<file path="src/rtl/adc_avg_dir_pkg.sv">
// Shared definitions for the ADC averaging / direction block: packed-word
// channel layout, direction encodings and capture FSM states.
package adc_avg_dir_pkg;

    localparam int CH_W    = 8;
    localparam int CH0_LSB = 0;
    localparam int CH1_LSB = 8;

    typedef enum logic [1:0] {
        DIR_CENTER = 2'b00,
        DIR_CH0    = 2'b01,
        DIR_CH1    = 2'b10
    } dir_e;

    typedef enum logic {
        CAP_WAIT = 1'b0,
        CAP_PEND = 1'b1
    } cap_state_e;

endpackage

</file>
<file path="src/rtl/adc_chan_avg.sv">
// One channel of the box-car averager: accumulates accepted samples and
// publishes the truncated mean when the shared counter marks the last sample.
module adc_chan_avg
    import adc_avg_dir_pkg::*;
#(
    parameter int AVG_LOG2 = 3
) (
    input  logic            iCLK,
    input  logic            iRST,
    input  logic            i_accept,
    input  logic [CH_W-1:0] i_sample,
    input  logic            i_clear,
    output logic [CH_W-1:0] o_avg,
    output logic            o_done
);

    localparam int ACC_W = CH_W + AVG_LOG2;

    logic [ACC_W-1:0] r_acc_p0;
    logic [ACC_W-1:0] w_sum_p0;
    logic [CH_W-1:0]  r_avg_p1;
    logic             r_vld_p1;

    function automatic logic [CH_W-1:0] trunc_avg(input logic [ACC_W-1:0] sum);
        return sum[ACC_W-1:AVG_LOG2];
    endfunction

    // The completing sample is folded in before the shift.
    assign w_sum_p0 = r_acc_p0 + ACC_W'(i_sample);

    // Stage p0 -> p1: accumulate, or publish the mean and restart.
    always_ff @(posedge iCLK) begin
        if (iRST) begin
            r_acc_p0 <= '0;
            r_avg_p1 <= '0;
            r_vld_p1 <= 1'b0;
        end else begin
            r_vld_p1 <= 1'b0;
            if (i_accept) begin
                if (i_clear) begin
                    r_avg_p1 <= trunc_avg(w_sum_p0);
                    r_acc_p0 <= '0;
                    r_vld_p1 <= 1'b1;
                end else begin
                    r_acc_p0 <= w_sum_p0;
                end
            end
        end
    end

    assign o_avg  = r_avg_p1;
    assign o_done = r_vld_p1;

endmodule

</file>
<file path="src/rtl/adc_avg_dir.sv">
// Samples the packed two-channel ADC word at a fixed rate, skipping captures
// taken mid-update, averages both channels and drives a hysteretic direction.
module adc_avg_dir
    import adc_avg_dir_pkg::*;
#(
    parameter int SAMPLE_DIV = 1000,
    parameter int AVG_LOG2   = 3,
    parameter int TH_ON      = 16,
    parameter int TH_OFF     = 8
) (
    input  logic        iCLK,
    input  logic        iRST,
    input  logic [15:0] iDATA,
    output logic [7:0]  oCH0_AVG,
    output logic [7:0]  oCH1_AVG,
    output logic        oVALID,
    output logic [1:0]  oDIR
);

    localparam int CNT_W = (SAMPLE_DIV > 2) ? $clog2(SAMPLE_DIV) : 1;
    localparam logic [CNT_W-1:0] CNT_LAST = CNT_W'(SAMPLE_DIV - 1);

    localparam logic signed [8:0] TH_ON_P  = 9'(TH_ON);
    localparam logic signed [8:0] TH_ON_N  = 9'(-TH_ON);
    localparam logic signed [8:0] TH_OFF_P = 9'(TH_OFF);
    localparam logic signed [8:0] TH_OFF_N = 9'(-TH_OFF);

    logic [15:0]         r_d1_p0;
    logic [15:0]         r_d2_p1;
    logic [CNT_W-1:0]    r_tick_cnt;
    logic                w_tick;
    cap_state_e          r_cap_state;
    cap_state_e          w_cap_next;
    logic                w_accept;
    logic [AVG_LOG2-1:0] r_n;
    logic                w_last;
    logic [CH_W-1:0]     w_avg0;
    logic [CH_W-1:0]     w_avg1;
    logic                w_done0;
    logic                w_done1;
    logic                w_vld_p2;
    logic signed [8:0]   w_diff_p2;
    dir_e                r_dir_p3;

    function automatic dir_e dir_next(input dir_e cur, input logic signed [8:0] diff);
        dir_e nxt;
        nxt = cur;
        case (cur)
            DIR_CH1: begin
                if (diff < TH_ON_N)       nxt = DIR_CH0;
                else if (diff < TH_OFF_P) nxt = DIR_CENTER;
            end
            DIR_CH0: begin
                if (diff > TH_ON_P)       nxt = DIR_CH1;
                else if (diff > TH_OFF_N) nxt = DIR_CENTER;
            end
            default: begin
                if (diff > TH_ON_P)      nxt = DIR_CH1;
                else if (diff < TH_ON_N) nxt = DIR_CH0;
                else                     nxt = DIR_CENTER;
            end
        endcase
        return nxt;
    endfunction

    // Stage p0/p1: two-deep input history used to detect a word mid-update.
    always_ff @(posedge iCLK) begin
        if (iRST) begin
            r_d1_p0 <= '0;
            r_d2_p1 <= '0;
        end else begin
            r_d1_p0 <= iDATA;
            r_d2_p1 <= r_d1_p0;
        end
    end

    assign w_tick = (r_tick_cnt == CNT_LAST);

    always_ff @(posedge iCLK) begin
        if (iRST) begin
            r_tick_cnt  <= '0;
            r_cap_state <= CAP_WAIT;
        end else begin
            r_tick_cnt  <= w_tick ? '0 : r_tick_cnt + 1'b1;
            r_cap_state <= w_cap_next;
        end
    end

    // Ticks arriving while PEND are dropped: at most one capture outstanding.
    always_comb begin
        w_cap_next = r_cap_state;
        w_accept   = 1'b0;
        case (r_cap_state)
            CAP_WAIT: if (w_tick) w_cap_next = CAP_PEND;
            CAP_PEND: begin
                if (r_d1_p0 == r_d2_p1) begin
                    w_accept   = 1'b1;
                    w_cap_next = CAP_WAIT;
                end
            end
            default: w_cap_next = CAP_WAIT;
        endcase
    end

    assign w_last = &r_n;

    always_ff @(posedge iCLK) begin
        if (iRST) begin
            r_n <= '0;
        end else if (w_accept) begin
            r_n <= w_last ? '0 : r_n + 1'b1;
        end
    end

    // Stage p1 -> p2: per-channel accumulation and averaging.
    adc_chan_avg #(.AVG_LOG2(AVG_LOG2)) u_ch0 (
        .iCLK     (iCLK),
        .iRST     (iRST),
        .i_accept (w_accept),
        .i_sample (r_d2_p1[CH0_LSB +: CH_W]),
        .i_clear  (w_last),
        .o_avg    (w_avg0),
        .o_done   (w_done0)
    );

    adc_chan_avg #(.AVG_LOG2(AVG_LOG2)) u_ch1 (
        .iCLK     (iCLK),
        .iRST     (iRST),
        .i_accept (w_accept),
        .i_sample (r_d2_p1[CH1_LSB +: CH_W]),
        .i_clear  (w_last),
        .o_avg    (w_avg1),
        .o_done   (w_done1)
    );

    assign w_vld_p2  = w_done0 & w_done1;
    assign w_diff_p2 = $signed({1'b0, w_avg1}) - $signed({1'b0, w_avg0});

    // Stage p2 -> p3: direction follows each freshly published average pair.
    always_ff @(posedge iCLK) begin
        if (iRST) begin
            r_dir_p3 <= DIR_CENTER;
        end else if (w_vld_p2) begin
            r_dir_p3 <= dir_next(r_dir_p3, w_diff_p2);
        end
    end

    assign oCH0_AVG = w_avg0;
    assign oCH1_AVG = w_avg1;
    assign oVALID   = w_vld_p2;
    assign oDIR     = r_dir_p3;

endmodule

</file>
<file path="config.mk">
export PLATFORM = sky130hd
export DESIGN_NAME = adc_avg_dir
export DESIGN_NICKNAME = d
export VERILOG_FILES = /design/src/rtl/adc_avg_dir_pkg.sv /design/src/rtl/adc_chan_avg.sv /design/src/rtl/adc_avg_dir.sv
export SDC_FILE = /design/constraint.sdc
export NUM_CORES = 1
export LEC_CHECK = 0
export CORE_MARGIN = 1.5
export CORE_UTILIZATION = 25
export CTS_CLUSTER_DIAMETER = 120
export DETAILED_ROUTE_END_ITERATION = 16
export REMOVE_ABC_BUFFERS = 1
export SLEW_MARGIN = 20
export SYNTH_ARGS = -nofsm -noshare
export SYNTH_HDL_FRONTEND = slang
export SYNTH_SLANG_ARGS = --single-unit
</file>
<file path="constraint.sdc">
create_clock -name iCLK -period 6.3 [get_ports iCLK]
set_input_delay 1.575 -clock iCLK [delete_from_list [all_inputs] [get_ports iCLK]]
set_output_delay 1.575 -clock iCLK [all_outputs]
set_load 0.1 [all_outputs]
</file>
## Word level (Yosys, flattened, before mapping)

Index checks and enable logic that the tools add are counted.

| word-level totals | value |
|---|---|
| bits in registers | 87 |
| bits in latches | 0 |
| bits in writable memories | 0 |
| ROM bits | 0 |
| bits of input ports | 18 |
| memories | 0 |

| operators by class | value |
|---|---|
| add/sub/neg operators | 5 |
| $mul | 0 |
| divide/modulo/power cells | 0 |
| $lt $le $gt $ge | 4 |
| eq/ne operators | 6 |
| shift operators | 0 |
| mux-type cells | 16 |
| bitwise logic cells | 2 |
| reductions and logical operators | 5 |

Operator list:

| operator | number |
|---|---|
| 11-bit by 8-bit adder with 11-bit output | 2 |
| 11-bit 2-to-1 mux | 2 |
| 9-bit by 5-bit less-than comparator with 1-bit output (second input constant) | 2 |
| 16-bit == test | 1 |
| 10-bit by 1-bit adder with 10-bit output (second input constant) | 1 |
| 10-bit == test (second input constant) | 1 |
| 2-bit 2-to-1 mux | 5 |
| 9-bit by 4-bit > comparator with 1-bit output (second input constant) | 1 |
| 9-bit by 6-bit > comparator with 1-bit output (second input constant) | 1 |
| 8-bit by 8-bit subtractor with 9-bit output | 1 |
| 1-bit 2-to-1 mux | 6 |
| 3-bit inequality test (second input constant) | 2 |
| 3-bit AND reduction | 2 |
| 2-bit one-hot mux with 2 select lines | 1 |
| 4-bit AND reduction | 1 |
| 2-bit OR reduction | 2 |
| 3-bit by 1-bit adder with 3-bit output (second input constant) | 1 |
| 3-bit 2-to-1 mux | 1 |
| 2-bit by 1-bit == test with 1-bit output (second input constant) | 1 |
| 2-bit == test (second input constant) | 1 |
| 1-bit inverter | 2 |
| 1-bit one-hot mux with 2 select lines | 1 |

## Longest topological paths before layout

Gate-level depths: netlist of run 1.

| logic depth | value |
|---|---|
| word-level depth | 5 |
| mapped depth | 11 |
| depth with buffers taken out | 11 |

## Hierarchy

From an unflattened synthesis of run 1, not the netlist that was laid out.

| unflattened totals | value |
|---|---|
| cells, all modules | 521 |
| area, all modules | 4560.6 um2 |

Modules (own cells, without submodules):

| module | instances | cells an instance | area each (um2) | sequential area each (um2) |
|---|---|---|---|---|
| adc_chan_avg | 2 | 141 | 1182.4 | 400.4 |
| adc_avg_dir | 1 | 239 | 2195.9 | 960.9 |

## Worst setup path after synthesis of run 1

Ideal clock, no wire load.

| timing path | value |
|---|---|
| kind | register -> register |
| start point | register u_ch0.r_avg_p1[0], in the netlist u_ch0.o_avg[0] |
| end point | register r_dir_p3[1], in the netlist oDIR[1] |
| library setup time | 0.071 ns |
| arrival time | 3.153 ns |
| required time | 6.229 ns |
| slack | 3.076 ns |
| cell stages (with the launch flop) | 11 |
| buffers on the path | 0 |
| period minus slack after synthesis | 3.224 ns |
| cell sequence | dfxtp_1 -> ha_1 -> inv_1 -> fa_1 -> a21o_1 -> a221oi_1 -> xor2_1 -> a21boi_0 -> a311oi_1 -> or3_1 -> a21oi_1 |

| on the way | value |
|---|---|
| word-level cells in the longest chain between the ends | 4 |

RTL lines:

| item | line | source |
|---|---|---|
| from (decl) | adc_chan_avg.sv:21 | `logic [CH_W-1:0] r_avg_p1;` |
| from (signal assigned) | adc_chan_avg.sv:41 | `r_avg_p1 <= trunc_avg(w_sum_p0);` |
| 8-bit by 8-bit subtractor with 9-bit output * | adc_avg_dir.sv:137 | `assign w_diff_p2 = $signed({1'b0, w_avg1}) - $signed({1'b0, w_avg0});` |
| 9-bit by 6-bit > comparator with 1-bit output (tied with other cells) | adc_avg_dir.sv:54, adc_avg_dir.sv:58 |  |
| 3-bit inequality test (no line) (tied with other cells) | n/a |  |
| 3-bit AND reduction (no line) / 2-bit one-hot mux with 2 select lines (equally long branches) | n/a |  |
| to (signal assigned) | adc_avg_dir.sv:144 | `r_dir_p3 <= dir_next(r_dir_p3, w_diff_p2);` |
| to (decl) | adc_avg_dir.sv:43 | `dir_e r_dir_p3;` |

Mark *: on every way between the ends. The rest lies on a longest branch, timed or not.
A chain may end at the register's enable or synchronous reset.

## Worst setup path in the final report of run 1

| timing path | value |
|---|---|
| start point | register u_ch1.r_avg_p1[1], in the netlist u_ch1.o_avg[1] |
| end point | output oCH1_AVG[1] |

RTL lines:

| item | line | source |
|---|---|---|
| from (decl) | adc_chan_avg.sv:21 |  |
| from (signal assigned) | adc_chan_avg.sv:41 |  |
| to (decl) | adc_avg_dir.sv:15 | `output logic [7:0] oCH1_AVG,` |

No word-level cell between the ends.

==> results.md, run 1 <==
* Total power at 1.19 mW
* Slew @ Worst Pin at 0.973 ns
* Dpl ws at 3.11 ns
* I/O pin cnt at 37
* Buffers and inverters on the worst path at 1
* Number of global-route vias before repair at 3195
* Die height at 135 um
* Asr flop ratio synth at 0%
* Antenna violations before repair at 0
* DRC violations left at 0
* Setup CP Type: register to output port
* Antenna-violating nets left at 0
* Final Hold Vio Count at 0
* Main synth FF type: dfxtp_1
* Diode count at 0
* CTS H-tree lvls at 3
* Routed WL at 9610 um
* Layout cells sized above 1 at 3.68%
* Non-Filler Instances at 763
* RePlAce Congestion at 0.794
* FF-to-FF End: u_ch0.o_avg[7]
* Hold Path Sink: r_tick_cnt[0]
* Global-route wire length before repair at 15900 um
* Die Width at 135 um
* Worst-path cell chain: clkdlybuf4s50_1
* Clk root buf: clkbuf_16
* Register Area at 0.00174 sq mm
* Crit-path leading delay family: buffers and inverters
* Crit-path slowest cell: clkdlybuf4s50_1
* Detail Placement HPWL at 7130 um
* Synth Area in XOR/XNOR at 7.87%
* Crit Path Max Fanout at 4
* Pre-antenna DRT Iters at 4
* Post-cts hold buffer count at 0
* Multi-input gate area at 0.00243 sq mm
* Final Max Tran Viols at 0
* Hold Path Cell Cnt at 1
* Reg clk slew, reported paths at 0.07 ns
* Synth Area in Simple Gates at 22.7%
* Filler cells at 1767
* Count of cell types in the netlist at 49
* Synth area leaders: dfxtp_1 40%, ha_1 8.4%, nor2b_1 5.5%, a21oi_1 4.7%, nor2_1 4.2%
* Via count at 3422
* Core Area at 0.0168 sq mm
* WP data required at 4.72 ns
* Status: completed
* # port buffers at 36
* Max_cap viols at 0
* Adder-cell area share of the yosys netlist at 9.74%
* Min-delay src: r_tick_cnt[0]
* CTS buffer count at 9
* Post_cts resized at 0
* Synth Area per Inst at 8.56 sq um
* Sequential area share after synthesis at 40.1%
* Worst-skew pair later-pin latency at 0.34 ns
* CP Launch Type: register
* # Post-CTS Setup Buffers at 0
* Hold Path Class: register to register
* Post-synthesis instance area at 0.00434 sq mm
* Final core utilization at 31.2%
* RSZ-0062 raised after global routing: false
* Mux cell area share after synthesis at 0.692%
* Syn. warnings at 0
* Vias/cell at 4.48
* Crit path time final at 3.46 ns
* Final setup margin at 2.84 ns
* DR iter-0 viols at 183
* Compound-gate portion of the synthesized area at 15.0%
* Setup crit end kind: output port
* P&R area growth vs syn at 20.4%
* Max VDD drop at 0.128 mV
* EDFF count, synth at 0
* Dpl cells at 747
* Final setup vio count at 0
* Fin crit share at 54.9%
* Std cell rows at 47
* Syn Inst Count at 507
* Yosys reg bits at 87
* Worst r2r src: r_d2_p1[0]
* Max transition margin at 34.9%
* Clk sinks at 87
* Wire per inst at 12.6 um
* Setup TNS at 0 ns
* Yosys top cell area share at 40.1%
* Cell leakage power at 1.91 nW
* R2R depth at 10
* CP peak stage delay at 1.15 ns
* Die ar. at 0.0182 sq mm
* Leading area contributor after synthesis: dfxtp_1
* Largest family of logic cells by synthesized area: simple AND/OR/NAND/NOR gates
* Power density over the cells at 228 mW/mm^2
* Clock Skew at 0.00445 ns
* Fmax at 289 MHz
* Grt ovf at 0
* CTS tree: yes
* Longest Clk Path Bufs at 2
* Initial Util at 25.9%
* NumNets Final at 588
* Overall Global Routing Usage at 11.3%
* Reg-to-reg slack, setup at 3.52 ns
* Pin count of the biggest net entering global routing at 54
* Worst EP arrival at 1.88 ns
## area by class of cell
| cell class | count | area share (%) |
|---|---|---|
| inverters | 26 | 1.87 |
| flip-flops and latches | 87 | 33.3 |
| clock buffers | 10 | 4.38 |
| repair buffers | 38 | 7.09 |
| clock inverters | 6 | 1.44 |
| well taps | 220 | 5.27 |
| multi-input cells | 376 | 46.6 |
## report_power, final
part | leakage [nW] | switching (mW) | internal, mW
Sequential | 0.709 | 0.0127 | 0.565
Clock | 0.146 | 0.236 | 0.315
Combinational | 1.05 | 0.0317 | 0.0327
Total | 1.91 | 0.281 | 0.912
## cells in the mapped netlist (2+ instances only)
| master | n |
|---|---|
| nand4b_1 | 3 |
| a21o_1 | 8 |
| nand2b_1 | 3 |
| nor2b_1 | 38 |
| nor2_1 | 49 |
| xor2_1 | 19 |
| a31oi_1 | 2 |
| a211oi_1 | 9 |
| xnor2_1 | 20 |
| o31a_1 | 2 |
| a32oi_1 | 2 |
| inv_1 | 25 |
| nor3b_1 | 2 |
| ha_1 | 29 |
| nand2_1 | 47 |
| nand3_1 | 12 |
| or4_1 | 2 |
| a21boi_0 | 3 |
| fa_1 | 3 |
| and2_1 | 2 |
| nor4_1 | 6 |
| o21ai_0 | 17 |
| mux2i_1 | 3 |
| or3_1 | 12 |
| o21a_1 | 10 |
| a21oi_1 | 41 |
| dfxtp_1 | 87 |
| clkbuf_1 | 16 |
| and3_1 | 3 |
| nand4_1 | 4 |
| o31ai_1 | 2 |
| nor3_1 | 9 |
## flip-flops by register name (all words and copies together), names as in the netlist
register        cells
r_d2_p1            16
oDIR                2
u_ch1.o_avg         8
u_ch1.o_done        1
r_tick_cnt         10
u_ch0.r_acc_p0     11
u_ch0.o_avg         8
u_ch1.r_acc_p0     11
r_d1_p0            16
r_cap_state         1
r_n                 3
## how the worst max path moves through the flow
stage	slack, ns	depth (start not counted)	endpoint	from
after floorplan	3.08	10	oDIR[1]	u_ch0.o_avg[0]
after global placement	3.14	5	u_ch0.r_acc_p0[10]	iRST
after detailed placement	3.11	5	u_ch0.r_acc_p0[10]	iRST
after CTS	2.82	1	oCH1_AVG[1]	u_ch1.o_avg[1]
after global routing	2.77	1	oCH1_AVG[1]	u_ch1.o_avg[1]
final	2.84	1	oCH1_AVG[1]	u_ch1.o_avg[1]
## cells by family (layout without fill, tap and decap cells)
group / count (synthesis) / count (layout)
buf+inv: 44 / 80
mux: 3 / 3
simple gates: 197 / 197
fa+ha+maj: 32 / 32
xor+xnor: 39 / 39
flops: 87 / 87
compound gates: 105 / 105
## per-layer routing
layer	vias to the layer above	GRT usage, %	share of wire, %
met2	55	17.2	43
li1	1804	-	-
met5	-	0	0
met1	1555	15.6	52
met4	0	3.05	0.83
met3	8	3.15	4.0
## cell usage in the layout (no fill, tap or decap), types with 2 or more instances in the layout
master           Yosys  layout
a211oi_1             9       9
a21boi_0             3       3
a21o_1               8       8
a21oi_1             41      41
a31oi_1              2       2
a32oi_1              2       2
and2_1               2       2
and3_1               3       3
buf_4                0       2
clkbuf_16            0       9
clkdlybuf4s50_1      0      35
dfxtp_1             87      87
fa_1                 3       3
ha_1                29      29
inv_1               25      25
inv_6                0       3
mux2i_1              3       3
nand2_1             47      47
nand2b_1             3       3
nand3_1             12      12
nand4_1              4       4
nand4b_1             3       3
nor2_1              49      48
nor2b_1             38      38
nor3_1               9       9
nor3b_1              2       2
nor4_1               6       6
o21a_1              10      10
o21ai_0             17      17
o31a_1               2       2
o31ai_1              2       2
or3_1               12      12
or4_1                2       2
xnor2_1             20      20
xor2_1              19      19
## metrics by stage
| step | cell area, sq um | hold slack [ns] |
|---|---|---|
| 2_1_floorplan | 4270 | 0.413 |
| 3_3_place_gp | 4920 | 0.428 |
| 3_5_place_dp | 4920 | 0.436 |
| 4_1_cts | 5220 | 0.449 |
| 5_1_grt | 5220 | 0.460 |
| 6_report | 5220 | 0.442 |
No activity file was read; power rests on OpenSTA's default activity.
==> inputs of run 2 (changes only) <==
==> constraint.sdc (replaced) <==
create_clock -name iCLK -period 3.52 [get_ports iCLK]
set_input_delay 0.88 -clock iCLK [delete_from_list [all_inputs] [get_ports iCLK]]
set_output_delay 0.88 -clock iCLK [all_outputs]
set_load 0.1 [all_outputs]
==> results.md, run 2 (same netlist as run 1, synthesis figures left out) <==
* Status: completed
* Non-Filler Instances at 766
* DRC violations left at 0
* Reg clk slew, reported paths at 0.06 ns
* Wire per inst at 12.0 um
* CTS H-tree lvls at 3
* Worst EP arrival at 2.94 ns
* Antenna violations before repair at 0
* Final Hold Vio Count at 0
* Register Area at 0.00174 sq mm
* Detail Placement HPWL at 6800 um
* Total power at 2.25 mW
* Commonest non-fill, non-tap cells in the layout: 87 x dfxtp_1, 49 x nor2_1, 47 x nand2_1, 41 x a21oi_1, 38 x nor2b_1
* Crit Path Max Fanout at 4
* Post-cts hold buffer count at 0
* Cell leakage power at 1.98 nW
* CP Launch Type: register
* Dpl ws at 0.832 ns
* NumNets Final at 592
* Core Area at 0.0168 sq mm
* RSZ-0062 raised after global routing: false
* Post_cts resized at 0
* Clk sinks at 87
* Setup CP Type: register to register
* Fmax at 372 MHz
* Layout cells sized above 1 at 7.69%
* Setup TNS at 0 ns
* Via count at 3422
* Diode count at 0
* Hold Path Class: register to register
* Overall Global Routing Usage at 10.9%
* Antenna-violating nets left at 0
* Max_cap viols at 0
* Pre-antenna DRT Iters at 6
* Max transition margin at 54.4%
* Fin Hold WS at 0.443 ns
* Setup crit end kind: register
* Crit path time final at 2.69 ns
* Worst-skew pair later-pin latency at 0.34 ns
* Routed WL at 9160 um
* Grt ovf at 0
* Std cell rows at 47
* WP data required at 3.77 ns
* # Post-CTS Setup Buffers at 0
* Global-route wire length before repair at 15700 um
* DR iter-0 viols at 139
* Clk root buf: clkbuf_16
* Design area at 0.00524 sq mm
* CTS buffer count at 9
* Die ar. at 0.0182 sq mm
* Dpl cells at 751
* Final Max Tran Viols at 0
* Final core utilization at 31.3%
* DP Area at 0.00490 sq mm
* Clock Skew at 0.0105 ns
* Largest registers: r_d1_p0 x16, r_d2_p1 x16
* Final setup margin at 0.835 ns
* Longest Clk Path Bufs at 2
* Final setup vio count at 0
* Pin count of the biggest net entering global routing at 35
* I/O pin cnt at 37
* Multi-input gate area at 0.00243 sq mm
* RePlAce Congestion at 0.747
* Die height at 135 um
* Max VDD drop at 0.298 mV
* Filler cells at 1783
* P&R area growth vs syn at 20.8%
* Initial Util at 25.9%
* Die Width at 135 um
* Most common cell after layout, fill and taps aside: dfxtp_1
* Slew @ Worst Pin at 0.682 ns
* Number of global-route vias before repair at 3256
* Fin crit share at 76.3%
* # port buffers at 36
* CTS tree: yes
* Vias/cell at 4.47
* Power density over the cells at 429 mW/mm^2
[run 2: final timing paths]
check,start,slack (ns),endpoint,cells past startpoint
min,r_tick_cnt[0],0.44,r_tick_cnt[0],1
min reg2reg,r_tick_cnt[0],0.44,r_tick_cnt[0],1
max reg2reg,r_d2_p1[8],0.83,u_ch1.o_avg[7],10
max,r_d2_p1[8],0.83,u_ch1.o_avg[7],10
[run 2: metal layers]
layer  GRT usage [%]  routed length (um)  vias up
met5               0                   0        -
met4            3.52                 156        0
met3            2.97                 430       12
met2            16.0                3760       55
met1            15.4                4810     1547
li1                -                   -     1808
[run 2: final cells by class]
class,instances,share of cell area (%)
clock buffer,9,4.30
tap,220,5.25
inverter,26,1.86
clock inverter,6,2.24
sequential,87,33.2
multi-input combinational,376,46.4
timing repair buffer,42,6.73
[run 2: worst max-delay path, cell delays in order, from the launching register on]
cell      delay, ns
dfxtp_1        0.35
ha_1           0.18
inv_1          0.06
fa_1           0.37
nor2b_1        0.15
o21ai_0        0.13
a21boi_0       0.45
o21ai_0        0.20
a211oi_1       0.36
xnor2_1        0.12
a211oi_1       0.23
[run 2: report_power, final]
group	internal (mW)	switching, mW
Combinational	0.0605	0.0574
Clock	0.697	0.399
Sequential	1.01	0.0224
Total	1.77	0.479
